[src/rtl/mfcc_pkg.sv]
// Shared defaults and elaboration-time helpers for the MFCC front end.
// The Hamming table is built from a Taylor-series sine so it folds to constants.
package mfcc_pkg;

  localparam int WIN_FRAME_LEN = 80;
  localparam int WIN_SAMPLE_W  = 16;
  localparam int WIN_COEF_W    = 12;

  function automatic int win_half(input int frame_len);
    return (frame_len + 1) / 2;
  endfunction

  // Accurate to ~1e-11 over [-pi/2, pi/2], which is all the ROM ever needs.
  function automatic real win_sin_taylor(input real y);
    real y2;
    real term;
    real acc;
    y2   = y * y;
    term = y;
    acc  = y;
    for (int i = 1; i < 9; i++) begin
      term = -term * y2 / real'((2 * i) * (2 * i + 1));
      acc  = acc + term;
    end
    return acc;
  endfunction

  function automatic int win_hamming_coef(input int k, input int frame_len, input int coef_w);
    real pi_r;
    real x;
    real w;
    real full;
    pi_r = 3.14159265358979323846;
    x    = 2.0 * pi_r * real'(k) / real'(frame_len - 1);
    // cos(x) == -sin(x - pi/2); x never exceeds pi for k < HALF
    w    = 0.54 + 0.46 * win_sin_taylor(x - pi_r / 2.0);
    full = real'((1 << coef_w) - 1);
    return $rtoi(w * full + 0.5);
  endfunction

endpackage

[src/rtl/mfcc_win_coef_rom.sv]
// Half-length Hamming coefficient ROM with a registered, enable-gated read port.
module mfcc_win_coef_rom
  import mfcc_pkg::*;
#(
  parameter  int FRAME_LEN = WIN_FRAME_LEN,
  parameter  int COEF_W    = WIN_COEF_W,
  localparam int HALF      = win_half(FRAME_LEN),
  localparam int ADDR_W    = $clog2(HALF)
) (
  input  logic              i_clk,
  input  logic              i_rst,
  input  logic              i_en,
  input  logic [ADDR_W-1:0] i_addr,
  output logic [COEF_W-1:0] o_coef
);

  logic [COEF_W-1:0] w_rom [HALF];
  logic [COEF_W-1:0] r_coef;

  for (genvar k = 0; k < HALF; k++) begin : g_rom
    localparam int C = win_hamming_coef(k, FRAME_LEN, COEF_W);
    assign w_rom[k] = COEF_W'(C);
  end

  always_ff @(posedge i_clk or posedge i_rst) begin
    if (i_rst) begin
      r_coef <= '0;
    end else if (i_en) begin
      r_coef <= w_rom[i_addr];
    end
  end

  assign o_coef = r_coef;

endmodule

[src/rtl/mfcc_window_unit.sv]
// Streaming window multiply between framer and FFT.
// Pipeline: S1 ROM read + sample register, S2 multiply, S3 round to output.
module mfcc_window_unit
  import mfcc_pkg::*;
#(
  parameter int FRAME_LEN = WIN_FRAME_LEN,
  parameter int SAMPLE_W  = WIN_SAMPLE_W,
  parameter int COEF_W    = WIN_COEF_W
) (
  input  logic                       i_clk,
  input  logic                       i_rst,
  input  logic                       i_win_bypass,
  input  logic                       i_s_valid,
  output logic                       o_s_ready,
  input  logic                       i_s_sof,
  input  logic signed [SAMPLE_W-1:0] i_s_data,
  output logic                       o_m_valid,
  input  logic                       i_m_ready,
  output logic signed [SAMPLE_W-1:0] o_m_data,
  output logic                       o_m_last,
  output logic                       o_frame_err
);

  localparam int HALF   = win_half(FRAME_LEN);
  localparam int ADDR_W = $clog2(HALF);
  localparam int IDX_W  = $clog2(FRAME_LEN);
  localparam int PROD_W = SAMPLE_W + COEF_W + 1;
  localparam logic [IDX_W-1:0]         IDX_LAST   = IDX_W'(FRAME_LEN - 1);
  localparam logic [IDX_W-1:0]         IDX_HALF   = IDX_W'(HALF);
  localparam logic [COEF_W-1:0]        COEF_ONE   = '1;
  localparam logic signed [PROD_W-1:0] ROUND_HALF = PROD_W'(1) << (COEF_W - 1);

  logic [IDX_W-1:0]           r_idx;
  logic                       r_s1_valid;
  logic                       r_s1_last;
  logic                       r_s1_bypass;
  logic signed [SAMPLE_W-1:0] r_s1_data;
  logic                       r_s2_valid;
  logic                       r_s2_last;
  logic signed [PROD_W-1:0]   r_s2_prod;
  logic                       r_m_valid;
  logic                       r_m_last;
  logic signed [SAMPLE_W-1:0] r_m_data;
  logic                       r_frame_err;

  logic                       w_stall;
  logic                       w_en1;
  logic                       w_en2;
  logic                       w_en3;
  logic                       w_accept;
  logic [IDX_W-1:0]           w_idx_use;
  logic [IDX_W-1:0]           w_idx_next;
  logic [ADDR_W-1:0]          w_rom_addr;
  logic [COEF_W-1:0]          w_rom_coef;
  logic [COEF_W-1:0]          w_coef;
  logic signed [PROD_W-1:0]   w_prod;
  logic signed [PROD_W-1:0]   w_round;
  logic                       w_unused_round;

  // A stage may load whenever the stage after it moves or it holds a bubble.
  assign w_stall    = r_m_valid & ~i_m_ready;
  assign w_en3      = ~w_stall;
  assign w_en2      = w_en3 | ~r_s2_valid;
  assign w_en1      = w_en2 | ~r_s1_valid;
  assign w_accept   = i_s_valid & ~w_stall;
  assign w_idx_use  = i_s_sof ? '0 : r_idx;
  assign w_idx_next = (w_idx_use == IDX_LAST) ? '0 : w_idx_use + IDX_W'(1);

  always_comb begin
    w_rom_addr = '0;
    if (w_idx_use < IDX_HALF) begin
      w_rom_addr = ADDR_W'(w_idx_use);
    end else begin
      w_rom_addr = ADDR_W'(IDX_LAST - w_idx_use);
    end
  end

  mfcc_win_coef_rom #(
    .FRAME_LEN (FRAME_LEN),
    .COEF_W    (COEF_W)
  ) u_rom (
    .i_clk  (i_clk),
    .i_rst  (i_rst),
    .i_en   (~w_stall),
    .i_addr (w_rom_addr),
    .o_coef (w_rom_coef)
  );

  always_comb begin
    w_coef = w_rom_coef;
    if (r_s1_bypass) begin
      w_coef = COEF_ONE;
    end else begin
      w_coef = w_rom_coef;
    end
  end

  assign w_prod  = PROD_W'(r_s1_data) * PROD_W'($signed({1'b0, w_coef}));
  assign w_round = r_s2_prod + ROUND_HALF;
  assign w_unused_round = ^{w_round[PROD_W-1], w_round[COEF_W-1:0]};

  always_ff @(posedge i_clk or posedge i_rst) begin
    if (i_rst) begin
      r_idx       <= '0;
      r_frame_err <= 1'b0;
      r_s1_valid  <= 1'b0;
      r_s1_last   <= 1'b0;
      r_s1_bypass <= 1'b0;
      r_s1_data   <= '0;
    end else begin
      r_frame_err <= w_accept & i_s_sof & (r_idx != '0);
      if (w_accept) begin
        r_idx <= w_idx_next;
      end
      if (w_en1) begin
        r_s1_valid  <= w_accept;
        r_s1_last   <= w_idx_use == IDX_LAST;
        r_s1_bypass <= i_win_bypass;
        r_s1_data   <= i_s_data;
      end
    end
  end

  always_ff @(posedge i_clk or posedge i_rst) begin
    if (i_rst) begin
      r_s2_valid <= 1'b0;
      r_s2_last  <= 1'b0;
      r_s2_prod  <= '0;
    end else if (w_en2) begin
      r_s2_valid <= r_s1_valid;
      r_s2_last  <= r_s1_last;
      r_s2_prod  <= w_prod;
    end
  end

  // Arithmetic shift of the biased product: round half toward +inf.
  always_ff @(posedge i_clk or posedge i_rst) begin
    if (i_rst) begin
      r_m_valid <= 1'b0;
      r_m_last  <= 1'b0;
      r_m_data  <= '0;
    end else if (w_en3) begin
      r_m_valid <= r_s2_valid;
      r_m_last  <= r_s2_valid & r_s2_last;
      if (r_s2_valid) begin
        r_m_data <= w_round[COEF_W +: SAMPLE_W];
      end
    end
  end

  assign o_s_ready   = ~w_stall;
  assign o_m_valid   = r_m_valid;
  assign o_m_data    = r_m_data;
  assign o_m_last    = r_m_last;
  assign o_frame_err = r_frame_err;

endmodule

[config.mk]
export PLATFORM = sky130hd
export DESIGN_NAME = mfcc_window_unit
export DESIGN_NICKNAME = d
export VERILOG_FILES = /design/src/rtl/mfcc_pkg.sv /design/src/rtl/mfcc_win_coef_rom.sv /design/src/rtl/mfcc_window_unit.sv
export SDC_FILE = /design/constraint.sdc
export NUM_CORES = 1
export LEC_CHECK = 0
export BUFFER_PORTS_ARGS = -buffer_cell sky130_fd_sc_hd__buf_2
export CAP_MARGIN = 5
export CORE_MARGIN = 3
export CORE_UTILIZATION = 60
export CTS_CLUSTER_DIAMETER = 100
export DETAILED_ROUTE_END_ITERATION = 10
export PLACE_DENSITY = 0.8
export SLEW_MARGIN = 5
export SYNTH_ARGS = -nofsm -noshare
export SYNTH_HDL_FRONTEND = slang
export SYNTH_SLANG_ARGS = --single-unit
export TNS_END_PERCENT = 1
[constraint.sdc]
create_clock -name i_clk -period 6.4 [get_ports i_clk]
set_input_delay 1.28 -clock i_clk [delete_from_list [all_inputs] [get_ports i_clk]]
set_output_delay 1.28 -clock i_clk [all_outputs]
set_load 0.03 [all_outputs]
==> flow_metrics.tcl, run 1 <==
set metrics [dict create \
    finalHoldViolations 0 \
    numCtsBuffers 9 \
    num-fill-cells 1492 \
    synth.area.top_cells "fa_1 31%, dfrtp_1 17%, ha_1 7.9%" \
    port_buffers 41 \
    setup_tns_ps 0 \
    chipWidth_um 142.6 \
    yosys.area.top_type_share_pct 31.13 \
    crit_type "reg -> reg" \
    maxSlewHeadroom_pct 27.66 \
    holdCritPathClass "reg -> reg" \
    whs_ps 464.4 \
    drtPass1Iterations 5 \
    synthArstFlopShare_pct 100.0 \
    grt_pass1_wl_um 43500 \
    drc 0 \
    setup_viol 0 \
    worstSkewPairLatency_ps 360 \
    utilization_pct 64.55 \
    drv_slew 0 \
    placed_area_sq_um 11440 \
    synth_compound_area_share_pct 10.41 \
    drt_iter0_drc 479 \
    core_sq_um 18150 \
    fp.dieArea_sq_um 20320 \
    synthDistinctLibCells 63 \
    grt_overflow 0 \
    antenna_found_initial 0 \
    grtUsageTotal_pct 26.81 \
    avgSynthCellArea_sq_um 8.804 \
    io_pins 42 \
    clk_transition_reported_paths_ps 60 \
    initial_core_util_pct 61.66 \
    seq_area_frac_synth_pct 17.00 \
    synth_fa_ha_area_share_pct 39.07 \
    vias 8606 \
    period_needed_ps 6068 \
    die_y_um 142.6 \
    worst-slew-pin-transition_ps 1082 \
    synth_top_cell_by_area "fa_1" \
    cts_hold_buf 0 \
    critPathMaxFanout 21 \
    netlist_area_sq_um 11190 \
    cts.sinks 76 \
    grt_max_degree 77 \
    clockBufferDepth 2 \
    ys.flop_type "dfrtp_1" \
    syn2layout_area_growth_pct 4.685 \
    place.gp.congestion 0.9298 \
    rows 49 \
    cts_root_buffer "clkbuf_16" \
    synth_edf_count 0 \
    synthSimpleGateAreaFrac_pct 17.88 \
    dp_hpwl_um 20070 \
    skew_ps 17.53 \
    netlist_instances 1271 \
    synthMuxAreaShare_pct 2.672 \
    status "complete, no violations" \
    layout_common_cells "229 x inv_1, 174 x fa_1, 135 x nand2_1" \
    fin_nets 1523 \
    viasPerCell 5.772 \
    wire_per_inst_um 17.29 \
    wirelength_um 25780 \
    timing.final.crit_share_pct 94.82 \
    grt_use_met1_pct 34.79 \
    mappedNetlistNets 1538 \
    cp_data_required_time_ps 6660 \
    postRouteAntennaNets 0 \
    yosys_warnings 0 \
    ys_seq_elements 76 \
    cap_viol_max_count 0 \
    use_met2_pct 46.22 \
    cts_max_level 3 \
    fmaxAchievable_mhz 164.8 \
    rsz0062_at_grt "no" \
    end_kind "register" \
    synth_top_family_by_area "adder cells" \
    synthXorXnorAreaFrac_pct 2.505 \
    layout_commonest_cell "inv_1" \
    start_kind "register" \
    final_area_sq_um 11710 \
    top_usage_layer "met2" \
    drive_gt1_share_pct 8.010 \
    first_global_vias 8971 \
    cp_data_arrival_time_ps 6330 \
    cts_tree "done" \
    use_met3_pct 3.495 \
]
[cell type report]
| type | count | area, sq um | area share (%) |
|---|---|---|---|
| Clock buffer | 11 | 232.7 | 1.987 |
| Multi-Input combinational cell | 889 | 8117 | 69.29 |
| Tap cell | 229 | 286.5 | 2.446 |
| Timing Repair Buffer | 49 | 265.3 | 2.264 |
| Inverter | 231 | 868.3 | 7.413 |
| Sequential cell | 76 | 1903 | 16.25 |
| Clock inverter | 5 | 38.79 | 0.3311 |
| Antenna cell | 1 | 2.502 | 0.02136 |
[stage by stage]
stage	cells	setup slack [ps]
after floorplan	1271	552.5
after global placement	1474	315.3
after detailed placement	1474	256.0
after CTS	1490	200.0
after global routing	1490	32.04
final	1491	331.6
[critical path: stages, from the launching register on]
cell	delay, ps
dfrtp_2	570
or2_1	620
nand2_1	410
fa_1	760
inv_1	220
fa_1	490
fa_1	500
inv_1	60
fa_1	530
inv_1	40
ha_1	390
nand4_1	210
or3_1	410
o211ai_1	430
a21oi_1	130
nor3_1	220
[cell families (layout without fill, tap and decap cells)]
logic type | after synthesis | in the layout
DFF | 76 | 76
and+or+nand+nor | 399 | 399
xor gates and xnor gates | 32 | 32
adders and majority gates | 245 | 245
AOI/OAI and AO/OA | 188 | 188
other | 0 | 1
muxes | 25 | 25
buffers and inverters | 306 | 296
[cells in the mapped netlist, types with 5 or more instances]
cell / number
clkbuf_1: 67
o211ai_1: 8
a21oi_1: 64
and2_1: 33
o22ai_1: 7
a31oi_1: 7
or2_2: 8
xor2_1: 12
nand4_1: 8
o31ai_1: 7
nand3_1: 21
dfrtp_1: 76
inv_1: 230
fa_1: 174
buf_2: 6
nor3_1: 11
mux2_2: 19
o21a_1: 5
or3_1: 7
nand2_1: 135
and3_1: 9
a211oi_1: 5
nor2b_1: 75
xnor2_1: 20
o21ai_0: 47
a21o_1: 9
ha_1: 71
nor2_1: 65
[routing by layer]
metal  vias up  routed length, um  part of all wire (%)
met5         -                  0                     0
li1       3971                  -                     -
met1      4322              10700                    42
met2       248              13110                    51
met3        65               1051                   4.1
met4         0                915                   3.5
[state kept, by name (all words and copies together) (netlist names)]
register and cells:
o_m_valid 1, r_s1_valid 1, r_s1_last 1, o_m_data 16
r_s2_prod 17, o_m_last 1, u_rom.o_coef 12, o_frame_err 1
r_s2_last 1, r_s2_valid 1, r_s1_bypass 1, r_idx 7
r_s1_data 16
[path summary, 6_finish.rpt]
kind,from,endpoint,slack [ps],depth (start not counted)
max,r_s1_bypass,r_s2_prod[27],330,15
min,r_s1_valid,r_s2_valid,460,1
max reg2reg,r_s1_bypass,r_s2_prod[27],330,15
min reg2reg,r_s1_valid,r_s2_valid,460,1
max in group asynchronous,i_rst,r_s1_bypass,4470,3
min in group asynchronous,i_rst,r_s2_prod[26],1240,3
[what timing repair did]
action	4_1_cts	5_1_grt
resized for setup	0	1
endpoints found under the setup margin	0	4
setup buffers	0	0
Power of run 1 is left out: the tool's default activity adds up to more than one toggle a clock period on the data nets, which glitch-free logic cannot reach.
==> inputs of run 2 (changes only) <==
--- a/config.mk
+++ b/config.mk
@@ -15,5 +15,6 @@
 export SLEW_MARGIN = 5
 export SYNTH_ARGS = -nofsm -noshare
 export SYNTH_HDL_FRONTEND = slang
+export SYNTH_HIERARCHICAL = 1
 export SYNTH_SLANG_ARGS = --single-unit
 export TNS_END_PERCENT = 1
==> run 2 against run 1 <==
Compared with the run above:
- first-iteration DRC count shrank 2.3%
- final cell count about the same
- via count fell by 1.4%
- sequential share of layout area shrank 0.15 points
- synthesized area increased by 0.26%
- sequential cell count did not move
- global-route usage down 0.73 points
- maximum frequency rose by 1.3%
- critical endpoint is now r_s2_prod[24]
- setup slack better by 77 ps
- clock skew shrank 6.9 ps
- final area grew 0.85%
==> flow_metrics.tcl, run 2 <==
set metrics [dict create \
    timing.final.crit_share_pct 93.62 \
    cts_max_level 3 \
    cts_root_buffer "clkbuf_16" \
    yosys.area.top_type_share_pct 31.05 \
    yosys_warnings 6 \
    die_y_um 142.7 \
    cp_data_arrival_time_ps 6220 \
    rows 49 \
    synth_edf_count 0 \
    synthArstFlopShare_pct 100.0 \
    holdCritPathClass "reg -> reg" \
    ys.flop_type "dfrtp_1" \
    drtPass1Iterations 6 \
    rr_startpoint "r_s1_bypass" \
    multi_input_area_sq_um 8115 \
    viasPerCell 5.686 \
    synth.area.top_cells "fa_1 31%, dfrtp_1 17%, inv_1 8.1%" \
    top_register "r_s2_prod" \
    slowest_delay_ps 560 \
    dp_hpwl_um 19420 \
    netlist_instances 1257 \
    drv_slew 0 \
    seq_area_sq_um 1902 \
    cts_resized 0 \
    synth.most_common_cell "inv_1" \
    crit_start "r_s1_bypass" \
    port_buffers 41 \
    core_sq_um 18150 \
    mappedNetlistNets 1524 \
    maxSlewHeadroom_pct 23.72 \
    cap_viol_max_count 0 \
    path_cells "buf_4 -> nor2_1 -> buf_4 -> nor2b_1 -> fa_1 -> inv_1 -> fa_1 -> inv_1 -> fa_1 -> fa_1 -> inv_1 -> fa_1 -> inv_1 -> ha_1 -> a21oi_1 -> o221ai_1 -> a31oi_2 -> o21ai_1 -> a211o_1 -> a41o_1" \
    first_global_vias 8937 \
    placed_cells 1476 \
    place.gp.congestion 0.9756 \
    status "complete, no violations" \
    end_kind "register" \
    fp.dieArea_sq_um 20370 \
    postRouteAntennaNets 0 \
    grt_overflow 0 \
    period_needed_ps 5991 \
    numCtsBuffers 9 \
    cts_hold_buf 0 \
    drc 0 \
    clockBufferDepth 2 \
    wirelength_um 25090 \
    whs_ps 458.8 \
    io_pins 42 \
    largest_reg_flops 17 \
    setup_viol 0 \
    crit_top_cell "fa_1" \
    grtUsageTotal_pct 26.07 \
    grt_pass1_wl_um 42260 \
    antenna_found_initial 0 \
    worst-slew-pin-transition_ps 1141 \
    cp_slowest_cell "fa_1" \
    placed_area_sq_um 11520 \
    vias 8483 \
    setup_tns_ps 0 \
    synthDistinctLibCells 73 \
    netlist_area_sq_um 11220 \
    drt_iter0_drc 468 \
    finalHoldViolations 0 \
    netlist_top_cells_count "242 x inv_1, 174 x fa_1, 137 x nand2_1" \
    num-fill-cells 1502 \
    antennaDiodeCount 0 \
    chipWidth_um 142.7 \
    cts_tree "done" \
    postCtsSetupBuffers 0 \
    initial_core_util_pct 61.82 \
    wire_per_inst_um 16.82 \
    drive_gt1_share_pct 9.026 \
    start_kind "register" \
    min_from "o_m_last" \
    cts.sinks 76 \
    skew_ps 10.67 \
    final_cells 1492 \
    layout_commonest_cell "inv_1" \
    crit_type "reg -> reg" \
    ys_seq_elements 76 \
    fmaxAchievable_mhz 166.9 \
    final_area_sq_um 11810 \
    syn2layout_area_growth_pct 5.309 \
    cp_data_required_time_ps 6630 \
    rsz0062_at_grt "no" \
    layout_common_cells "241 x inv_1, 174 x fa_1, 137 x nand2_1" \
    synth_top_cell_by_area "fa_1" \
    critPathMaxFanout 14 \
    worstSkewPairLatency_ps 350 \
    avgSynthCellArea_sq_um 8.925 \
    seq_area_frac_synth_pct 16.95 \
    grt_max_degree 65 \
    fin_nets 1525 \
    clk_transition_reported_paths_ps 60 \
]
[run 2: cell types whose count changed after synthesis, sizes merged, moves of 6 or more]
cell and delta:
inv +13, or3 -7, xor2 +7, o21ai -14
a211o +6, nand2b +7, clkbuf -14
[run 2: kinds of logic after synthesis]
family	synth area share, %
buffers and inverters	10.73
multiplexers	2.431
adder cells (fa/ha/maj)	38.97
XOR/XNOR	2.967
AO/OA/AOI/OAI	10.05
flip-flops	16.95
AND/OR/NAND/NOR	17.90
[run 2: area by class of cell]
class	count	area share, %
Clock buffer	12	2.086
Clock inverter	4	0.4130
Inverter	243	7.721
Multi-Input combinational cell	874	68.69
Sequential cell	76	16.10
Tap cell	229	2.425
Timing Repair Buffer	54	2.563
[run 2: per-layer routing]
layer	share of wire (%)	vias to the layer above	track usage [%]	wire, um
met5	0	-	0	0
met4	3.1	0	9.255	789
met3	4.5	58	4.354	1129
met2	53	233	47.35	13420
met1	39	4275	31.24	9751
li1	-	3917	-	-
[run 2: worst max-delay path: cells and delay by family, from the launching register on]
| kind | cells | cell delay (ps) |
|---|---|---|
| flip-flops | 1 | 480 |
| buffers and inverters | 6 | 710 |
| AND/OR/NAND/NOR | 2 | 260 |
| AO/OA/AOI/OAI | 6 | 1530 |
| adder cells (fa/ha/maj) | 6 | 2910 |
[run 2: per-stage QoR]
stage,setup WS [ps],utilization (%)
6_report,408.6,65.10
5_1_grt,73.23,65.10
4_1_cts,432.3,65.10
3_5_place_dp,479.0,63.47
3_3_place_gp,559.4,63.47
2_1_floorplan,538.6,-
[run 2: path summary, 6_finish.rpt]
path	depth (start not counted)	slack, ps	endpoint
max reg2reg	20	410	r_s2_prod[24]
min	2	460	o_m_last
max in group asynchronous	3	4620	o_m_data[1]
max	20	410	r_s2_prod[24]
min in group asynchronous	2	940	u_rom/o_coef[1]
min reg2reg	2	460	o_m_last
Power of run 2 is left out for the same reason.
